### src/rtl/shift_lane_pkg.sv
// Shared types, default sizes and the lane-index helper for the symbol-lane shifter.
package shift_lane_pkg;

  typedef enum logic [1:0] {
    MODE_RFILL  = 2'b00,
    MODE_RARITH = 2'b01,
    MODE_ROT    = 2'b10,
    MODE_LFILL  = 2'b11
  } mode_e;

  localparam int DEF_SYM_W     = 5;
  localparam int DEF_LANES     = 10;
  localparam int DEF_MAX_SHIFT = 4;

  // Source lane feeding output lane 'lane' for a shift of 'amt'; -1 means "take the fill symbol".
  function automatic int lane_src(input int lane, input int amt, input int lanes,
                                  input bit left, input bit rot);
    int src;
    src = left ? (lane - amt) : (lane + amt);
    if (rot) begin
      src = ((src % lanes) + lanes) % lanes;
    end else if ((src < 0) || (src >= lanes)) begin
      src = -1;
    end
    return src;
  endfunction

endpackage

### src/rtl/shift_lane_core.sv
// Combinational symbol-lane shifter: one mux stage per shift bit, plus out-of-range override.
module shift_lane_core
  import shift_lane_pkg::*;
#(
  parameter int SYM_W     = DEF_SYM_W,
  parameter int LANES     = DEF_LANES,
  parameter int MAX_SHIFT = DEF_MAX_SHIFT,
  parameter int SHIFT_W   = 4
) (
  input  logic [LANES*SYM_W-1:0] data_i,
  input  logic [SHIFT_W-1:0]     shift_i,
  input  logic [1:0]             mode_i,
  input  logic [SYM_W-1:0]       fill_i,
  output logic [LANES*SYM_W-1:0] data_o,
  output logic                   range_ok_o
);

  localparam int W = LANES * SYM_W;
  localparam logic [SHIFT_W-1:0] MAX_K = SHIFT_W'(MAX_SHIFT);

  mode_e            mode;
  logic [SYM_W-1:0] sign_sym;
  logic [SYM_W-1:0] fill_sym;
  logic [W-1:0]     shifted;

  assign mode       = mode_e'(mode_i);
  assign sign_sym   = data_i[(LANES-1)*SYM_W +: SYM_W];
  assign fill_sym   = (mode == MODE_RARITH) ? sign_sym : fill_i;
  assign range_ok_o = (shift_i <= MAX_K);

  genvar gi, gj;
  generate
    for (gi = 0; gi < SHIFT_W; gi++) begin : g_stage
      logic [W-1:0] prev;
      logic [W-1:0] nxt;

      if (gi == 0) begin : g_first
        assign prev = data_i;
      end else begin : g_chain
        assign prev = g_stage[gi-1].nxt;
      end

      for (gj = 0; gj < LANES; gj++) begin : g_lane
        localparam int AMT     = 1 << gi;
        localparam int SRC_R   = lane_src(gj, AMT, LANES, 1'b0, 1'b0);
        localparam int SRC_L   = lane_src(gj, AMT, LANES, 1'b1, 1'b0);
        localparam int SRC_ROT = lane_src(gj, AMT, LANES, 1'b0, 1'b1);

        logic [SYM_W-1:0] r_sym;
        logic [SYM_W-1:0] l_sym;
        logic [SYM_W-1:0] rot_sym;
        logic [SYM_W-1:0] moved;

        if (SRC_R >= 0) begin : g_r
          assign r_sym = prev[SRC_R*SYM_W +: SYM_W];
        end else begin : g_rf
          assign r_sym = fill_sym;
        end

        if (SRC_L >= 0) begin : g_l
          assign l_sym = prev[SRC_L*SYM_W +: SYM_W];
        end else begin : g_lf
          assign l_sym = fill_sym;
        end

        assign rot_sym = prev[SRC_ROT*SYM_W +: SYM_W];
        assign moved   = (mode == MODE_ROT)   ? rot_sym :
                         (mode == MODE_LFILL) ? l_sym   : r_sym;
        assign nxt[gj*SYM_W +: SYM_W] = shift_i[gi] ? moved : prev[gj*SYM_W +: SYM_W];
      end
    end
  endgenerate

  assign shifted = g_stage[SHIFT_W-1].nxt;

  // Out-of-range shifts never use the staged result; the mode picks a fixed pattern instead.
  always_comb begin
    data_o = shifted;
    if (!range_ok_o) begin
      case (mode)
        MODE_ROT:    data_o = data_i;
        MODE_RARITH: data_o = {LANES{sign_sym}};
        default:     data_o = {LANES{fill_i}};
      endcase
    end
  end

endmodule

### src/rtl/shift_lane_pipe.sv
// Registered valid/ready wrapper around shift_lane_core with a saturating out-of-range counter.
module shift_lane_pipe
  import shift_lane_pkg::*;
#(
  parameter int SYM_W     = DEF_SYM_W,
  parameter int LANES     = DEF_LANES,
  parameter int MAX_SHIFT = DEF_MAX_SHIFT,
  parameter int SHIFT_W   = 4,
  parameter int ERR_W     = 16
) (
  input  logic                   clk,
  input  logic                   rst_n,
  input  logic                   in_valid,
  output logic                   in_ready,
  input  logic [LANES*SYM_W-1:0] in_data,
  input  logic [SHIFT_W-1:0]     in_shift,
  input  logic [1:0]             in_mode,
  input  logic [SYM_W-1:0]       in_fill,
  output logic                   out_valid,
  input  logic                   out_ready,
  output logic [LANES*SYM_W-1:0] out_data,
  output logic                   out_range_ok,
  output logic [ERR_W-1:0]       err_cnt,
  input  logic                   clr_err
);

  localparam int W = LANES * SYM_W;

  logic             out_valid_q, out_valid_d;
  logic [W-1:0]     out_data_q, out_data_d;
  logic             out_range_ok_q, out_range_ok_d;
  logic [ERR_W-1:0] err_cnt_q, err_cnt_d;
  logic [ERR_W-1:0] err_base;
  logic [W-1:0]     core_data;
  logic             core_ok;
  logic             accept;

  shift_lane_core #(
    .SYM_W    (SYM_W),
    .LANES    (LANES),
    .MAX_SHIFT(MAX_SHIFT),
    .SHIFT_W  (SHIFT_W)
  ) u_core (
    .data_i    (in_data),
    .shift_i   (in_shift),
    .mode_i    (in_mode),
    .fill_i    (in_fill),
    .data_o    (core_data),
    .range_ok_o(core_ok)
  );

  assign in_ready = !out_valid_q || out_ready;
  assign accept   = in_valid && in_ready;

  always_comb begin
    out_valid_d    = out_valid_q;
    out_data_d     = out_data_q;
    out_range_ok_d = out_range_ok_q;
    if (accept) begin
      out_valid_d    = 1'b1;
      out_data_d     = core_data;
      out_range_ok_d = core_ok;
    end else if (out_ready) begin
      out_valid_d = 1'b0;
    end

    // Clear applies first so a counted beat in the same cycle leaves the count at one.
    err_base  = clr_err ? '0 : err_cnt_q;
    err_cnt_d = err_base;
    if (accept && !core_ok && (err_base != '1)) begin
      err_cnt_d = err_base + ERR_W'(1);
    end
  end

  always_ff @(posedge clk or negedge rst_n) begin
    if (!rst_n) begin
      out_valid_q    <= 1'b0;
      out_data_q     <= '0;
      out_range_ok_q <= 1'b1;
      err_cnt_q      <= '0;
    end else begin
      out_valid_q    <= out_valid_d;
      out_data_q     <= out_data_d;
      out_range_ok_q <= out_range_ok_d;
      err_cnt_q      <= err_cnt_d;
    end
  end

  assign out_valid    = out_valid_q;
  assign out_data     = out_data_q;
  assign out_range_ok = out_range_ok_q;
  assign err_cnt      = err_cnt_q;

endmodule

### config.mk
export PLATFORM = sky130hd
export DESIGN_NAME = shift_lane_pipe
export DESIGN_NICKNAME = d
export VERILOG_FILES = /design/src/rtl/shift_lane_pkg.sv /design/src/rtl/shift_lane_core.sv /design/src/rtl/shift_lane_pipe.sv
export SDC_FILE = /design/constraint.sdc
export NUM_CORES = 1
export LEC_CHECK = 0
export CAP_MARGIN = 15
export CORE_MARGIN = 1
export CORE_UTILIZATION = 60
export CTS_BUF_LIST = sky130_fd_sc_hd__clkbuf_2 sky130_fd_sc_hd__clkbuf_4 sky130_fd_sc_hd__clkbuf_8
export DETAILED_ROUTE_END_ITERATION = 6
export MAX_ROUTING_LAYER = met4
export PLACE_DENSITY = 0.89
export SETUP_SLACK_MARGIN = 0.5
export SLEW_MARGIN = 10
export SYNTH_ARGS = -nofsm -noshare
export SYNTH_HDL_FRONTEND = slang
export SYNTH_SLANG_ARGS = --single-unit
export TNS_END_PERCENT = 5
### constraint.sdc
create_clock -name clk -period 5.2 [get_ports clk]
set_input_delay 0.78 -clock clk [delete_from_list [all_inputs] [get_ports clk]]
set_output_delay 0.78 -clock clk [all_outputs]
set_load 0.005 [all_outputs]
==> reports/qor.yml, run 1 <==
outcome:
  status: "finished with violations"
  failed_checks: "design-rule violations"
die:
  die_h_microns: 114.8
  core-area_sq_mm: 0.01221
  design.die.area_sq_mm: 0.01317
  start_util: 0.6249
  die_width_microns: 114.8
  num_rows: 40
  io_pins: 135
yosys:
  synth.area.top_cells: "dfrtp_1 (22%), a21oi_1 (7.7%), nand2_1 (7.2%)"
  synthesis.area_sq_mm: 0.007631
  synth_top_area_frac: 0.2197
  synth-seq-area-share: 0.2232
  syn_inst: 1046
  synth_cell_types: 89
  yosysTopAreaCell: "dfrtp_1"
  synth_fp_nets: 1117
  yosys_warnings: 0
  synth-async-reset-ratio: 1.000
  syn-mean-instance-area_sq_um: 7.295
  ys_ff_latch: 68
  synth-edff-count: 0
  ys.flop_type: "dfrtp_1"
global_route:
  grt_max_degree: 100
  grt_overflow: 0
  antenna_found_initial: 0
  grt_usage: 0.5251
  grt_pass1_wl_microns: 50730
  first_global_vias: 9040
place:
  port_buffers: 134
  dp_hpwl_microns: 21690
  dp_cells: 1276
  place.gp.congestion: 1.047
detailed_routing:
  postRouteAntennaNets: 0
  wirelength_microns: 33080
  drt-wirelength-per-cell_microns: 25.61
  vias: 9811
  drt-initial-drc-count: 1709
  first_pass_iters: 7
  drcViolationCount: 2
  viasPerCell: 7.594
pwr:
  p_leak_nw: 3.483
  p_per_area_mw_per_mm2: 230.5
  vdd_drop_max_v: 0.0002061
sta:
  hold_viol_final: 0
  relSlewSlack: 0.3522
  skew_ns: 0.009042
  slew_viol_final: 0
  worst_slew_pin_slew_ns: 0.9717
  period_share: 0.7019
  max_freq_mhz: 274.0
  setup_tns_ns: 0
  rsz0062_at_grt: "no"
  fin_crit_ns: 3.650
  setup_viol: 0
worst_hold_path:
  hold_class: "reg -> reg"
setup_path:
  critical_path_class: "in -> reg"
  start_kind: "primary input"
  path_max_fanout: 57
  critPathArrivalTime_ns: 3.90
  cp.required_ns: 5.45
  crit_path_end_kind: "flip-flop"
clock_network:
  clkLatencyLatePin_ns: 0.39
  postCtsHoldBufs: 0
  cts_setup_buffers: 0
  clkSlewWorstSetupHoldPaths_ns: 0.09
  cts_made_buffers: 9
  cts-htree-levels: 3
  cts-resized-gates: 0
  cts_buffer_depth: 2
  cts_tree: "yes"
  clkSinkCount: 68
  root_buffer: "clkbuf_8"
run:
  maxCapViolCount: 0
layout:
  drive_gt1_frac: 0.07562
  fin_cells: 1292
  final_nets: 1190
  antennaDiodeCount: 0
  area_growth_pct: 19.81
==> area by class of cell <==
cell class                 count  area (sq um)
timing repair buffer         158          1521
clock buffer                   9         123.9
sequential                    68          1703
clock inverter                 7         98.84
inverter                      19         71.32
multi-input combinational    863          5414
tap                          168         210.2
fill                        1020          3069
==> logic make-up after synthesis <==
family,share of synthesized area
DFF,0.2232
xor gates and xnor gates,0.01607
AOI/OAI and AO/OA,0.3802
muxes,0.07411
adders and majority gates,0.008198
buffers and inverters,0.06903
and+or+nand+nor,0.2292
==> power breakdown <==
group	total [W]	switching [W]	internal, W
logic	0.000904	0.000509	0.000395
clock network	0.000534	0.000261	0.000273
registers	0.000669	0.0000587	0.000611
total	0.00211	0.000829	0.00128
==> cells in the mapped netlist, drive strengths merged (6+ instances only) <==
master and count:
nand2 147, a21oi 118, nor2 91, o21ai 86, dfrtp 67, buf 59
clkbuf 37, mux2i 28, a211oi 27, o211ai 27, a31oi 22, nor2b 21
nand2b 20, inv 19, a221oi 18, nor3 16, mux2 15, o221ai 15
a311oi 12, nand3 11, o22ai 11, a221o 9, nand3b 9, a2111oi 8
and2 8, o31ai 8, a21boi 7, nand4 7, nor4bb 7, o2111ai 7
or2 7, xnor2 7, xor2 7, nand4b 6
==> critical path: stages <==
cell and delay (ns):
clkdlybuf4s50_1 0.55, ha_2 0.62, nand2b_4 0.74, mux2_2 0.41, a211oi_1 0.27, a31oi_1 0.13, o211ai_1 0.24, o211ai_1 0.14
==> metal layers <==
| layer | track usage | up-vias | share of wire |
|---|---|---|---|
| li1 | - | 4107 | - |
| met1 | 0.6335 | 4443 | 0.36 |
| met2 | 0.7539 | 1004 | 0.42 |
| met3 | 0.1692 | 257 | 0.15 |
| met5 | - | - | 0 |
| met4 | 0.3359 | 0 | 0.071 |
==> state kept, by name, indices dropped and copies added, names as in the netlist <==
name	count
err_cnt	16
out_valid	1
out_data	50
out_range_ok	1
==> final timing paths <==
| check | endpoint | cells past startpoint | start | slack [ns] |
|---|---|---|---|---|
| worst min-delay path | out_range_ok | 2 | out_range_ok | 0.48 |
| min in group asynchronous | err_cnt[15] | 2 | rst_n | 0.63 |
| max in group asynchronous | out_data[9] | 2 | rst_n | 3.95 |
| worst min register to register | out_range_ok | 2 | out_range_ok | 0.48 |
| worst max register to register | out_data[18] | 6 | out_valid | 2.66 |
| worst max-delay path | out_data[28] | 8 | in_mode[1] | 1.55 |
==> layout by cell type (no fill, tap or decap), drive strengths merged, types with 16 or more instances in the layout <==
cell | synthesis | routed
a31oi | 22 | 22
nor2 | 91 | 91
nand2 | 147 | 147
o21ai | 86 | 86
nor2b | 21 | 21
nor3 | 16 | 16
a221oi | 18 | 18
nand2b | 20 | 20
a211oi | 27 | 27
o211ai | 27 | 27
a21oi | 118 | 118
mux2i | 28 | 28
inv | 19 | 20
clkdlybuf4s50 | 0 | 131
dfrtp | 67 | 67
buf | 59 | 27
==> through the flow <==
stage	area, sq um	hold slack (ns)	total power [W]	utilization	setup slack [ns]
3_5_place_dp	8920	0.4642	0.001534	0.7304	1.254
3_3_place_gp	8920	0.4473	0.001523	0.7304	1.321
2_1_floorplan	7631	0.4482	0.001122	-	2.464
4_1_cts	9143	0.4775	0.002054	0.7487	1.656
6_report	9143	0.4803	0.002107	0.7487	1.550
5_1_grt	9143	0.5037	0.002177	0.7487	1.405
Power figures use the tool's default switching activity.
==> run 2: changes to the inputs <==
CORE_UTILIZATION = 50   (was 60)
PLACE_DENSITY = 0.79   (was 0.89)
clock period = 3.3 ns   (was 5.2 ns; I/O delays follow)
==> run 2 against run 1 <==
Global-route usage shrank 9.7 points. Clock skew is 0.0034 ns higher. Routed wire length up 0.33%. Largest cell class unchanged. Total power up 54%. The flow still finishes with violations (design-rule violations). Critical endpoint is now out_data[49]. Sequential power grew 55%. Critical path type unchanged. Largest power group unchanged. Count of clock-buffer cells in the layout rose by 1.
==> reports/qor.yml, run 2 (synthesis results as in run 1) <==
layout:
  multiInputGateArea_sq_mm: 0.005509  # +1.8%
  final_nets: 1244  # +4.5%
  drive_gt1_frac: 0.1256  # +0.05001
  final_cell_mix: "nand2_1 (146), clkdlybuf4s50_1 (129), a21oi_1 (117)"
  area_growth_pct: 26.87
  largest_reg_flops: 50  # unchanged
  final_common_cell: "nand2_1"
  fillers: 1351  # +32%
  seq_area_sq_mm: 0.001703  # unchanged
  final_util: 0.6587  # -0.09000
setup_path:
  r2r_start: "out_valid"
  path_max_fanout: 9  # -84%
  crit_slowest_cell: "mux2_1"
  max_stage_delay_ns: 0.34  # -0.40 ns
  critical_path_class: "in -> reg"
  crit_path_end_kind: "flip-flop"
  start_kind: "primary input"
  r2r_cells: 8  # +2
  critPathArrivalTime_ns: 2.80  # -1.10 ns
  startpoint: "in_mode[0]"
  path_cells: "dlymetal6s2s_1, inv_1, ha_4, nor2b_2, mux2_1, a311oi_1, a21oi_1, a211o_1, a221o_1"
  cp.required_ns: 3.56  # -1.89 ns
clock_network:
  clkLatencyLatePin_ns: 0.38  # about the same
  clkSinkCount: 68  # unchanged
  cts_buffer_depth: 2  # unchanged
  postCtsHoldBufs: 0  # unchanged
  root_buffer: "clkbuf_8"
  cts_tree: "yes"
  clkSlewWorstSetupHoldPaths_ns: 0.09  # about the same
  cts-htree-levels: 3  # unchanged
  cts_made_buffers: 9  # unchanged
global_route:
  grt_overflow: 0  # unchanged
  grt_max_degree: 79  # -21%
  grt_pass1_wl_microns: 50770  # about the same
  grt_usage: 0.4282  # -0.09688
  antenna_found_initial: 1  # +1
  first_global_vias: 8752  # -3.2%
outcome:
  status: "finished with violations"
  failed_checks: "design-rule violations"
pwr:
  vdd_drop_max_v: 0.0002482  # +20%
  p_leak_nw: 3.768  # +8.2%
  p_per_area_mw_per_mm2: 335.2  # +45%
detailed_routing:
  drcViolationCount: 5  # +3
  drt-initial-drc-count: 1351  # -21%
  first_pass_iters: 7  # unchanged
  postRouteAntennaNets: 0  # unchanged
  wirelength_microns: 33190  # +0.33%
  viasPerCell: 6.988  # -8.0%
  vias: 9525  # -2.9%
  drt-wirelength-per-cell_microns: 24.35  # -4.9%
sta:
  max_freq_mhz: 393.3
  setup_viol: 0  # unchanged
  skew_ns: 0.01247  # +0.003425 ns
  setup_tns_ns: 0  # unchanged
  relSlewSlack: 0.4781  # +0.1259
  period_share: 0.7705
  slew_viol_final: 0  # unchanged
  fin_crit_ns: 2.543
  hold_viol_final: 0  # unchanged
  rsz0062_at_grt: "no"
  worst_slew_pin_slew_ns: 0.7821  # -0.1896 ns
place:
  place.gp.congestion: 1.009  # -3.6%
  port_buffers: 134  # unchanged
  dp_hpwl_microns: 23460  # +8.1%
worst_hold_path:
  hold_class: "in -> async"
die:
  io_pins: 135  # unchanged
  die_width_microns: 125.5  # +9.4%
  start_util: 0.5192  # -0.1057
  die_h_microns: 125.5  # +9.4%
  core-area_sq_mm: 0.01470  # +20%
  num_rows: 44  # +10%
  design.die.area_sq_mm: 0.01576  # +20%
run:
  maxCapViolCount: 0  # unchanged
## run 2: changes by cell type in the layout (fill, tap and decap cells not counted), moves of 2 or more
| cell | before | now |
|---|---|---|
| buf_12 | 1 | 4 |
| buf_4 | 24 | 70 |
| buf_6 | 0 | 3 |
| bufinv_16 | 2 | 0 |
| clkdlybuf4s50_1 | 131 | 129 |
| dlymetal6s2s_1 | 0 | 2 |
| ha_1 | 4 | 1 |
| ha_4 | 0 | 4 |
| o2111ai_1 | 7 | 5 |
| o2111ai_2 | 0 | 2 |
## run 2: critical path, delay by kind of cell
kind / cells / cell delay, ns
adders and majority gates: 1 / 0.24
muxes: 1 / 0.34
and+or+nand+nor: 1 / 0.22
AOI/OAI and AO/OA: 4 / 1.06
buffers and inverters: 2 / 0.44
## run 2: power breakdown
| group | leakage [nW] | switching [W] | total, W | internal, W |
|---|---|---|---|---|
| Sequential | 0.857 | 0.0000783 | 0.00104 | 0.000962 |
| Combinational | 2.82 | 0.000803 | 0.00149 | 0.000692 |
| Clock | 0.0933 | 0.000410 | 0.000710 | 0.000300 |
| Total | 3.77 | 0.00129 | 0.00325 | 0.00195 |
## run 2: per-layer routing
metal | up-vias | part of all wire | global-route usage
met5 | - | 0 | -
met4 | 0 | 0.057 | 0.2253
met3 | 165 | 0.11 | 0.08686
met2 | 687 | 0.44 | 0.6389
met1 | 4458 | 0.39 | 0.5452
li1 | 4215 | - | -
## run 2: path summary, 6_finish.rpt
path / end / slack [ns]
worst max-delay path: out_data[49] / 0.76
worst min-delay path: out_data[48] / 0.13
worst max register to register: out_data[22] / 1.04
worst min register to register: out_range_ok / 0.46
max in group asynchronous: out_data[46] / 2.36
min in group clk: out_range_ok / 0.46
## run 2: stage by stage
| step | std cells | area (sq um) | worst slack [ns] | power [W] | hold WS, ns |
|---|---|---|---|---|---|
| after floorplan | 1046 | 7631 | 0.8485 | 0.001768 | 0.1994 |
| after global placement | 1343 | 9360 | 0.1254 | 0.002484 | 0.4469 |
| after detailed placement | 1343 | 9360 | 0.1042 | 0.002486 | 0.4509 |
| after CTS | 1359 | 9548 | 0.5218 | 0.003190 | 0.1547 |
| after global routing | 1363 | 9682 | 0.5747 | 0.003387 | 0.1923 |
| final | 1363 | 9682 | 0.7575 | 0.003245 | 0.1334 |
## run 2: repair_timing
| item | in CTS | in global routing |
|---|---|---|
| setup endpoints to repair | 1 | 36 |
| gates resized for setup | 1 | 21 |
| pin swaps | 0 | 1 |
| cloned | 0 | 1 |
| buffers inserted | 0 | 2 |
## run 2: layout make-up
class                      count  area share
antenna                        1   0.0002585
clock buffer                  10     0.01422
clock inverter                 6    0.004911
inverter                      19    0.007366
multi-input combinational    864      0.5690
sequential                    68      0.1759
tap                          184     0.02378
timing repair buffer         211      0.2046
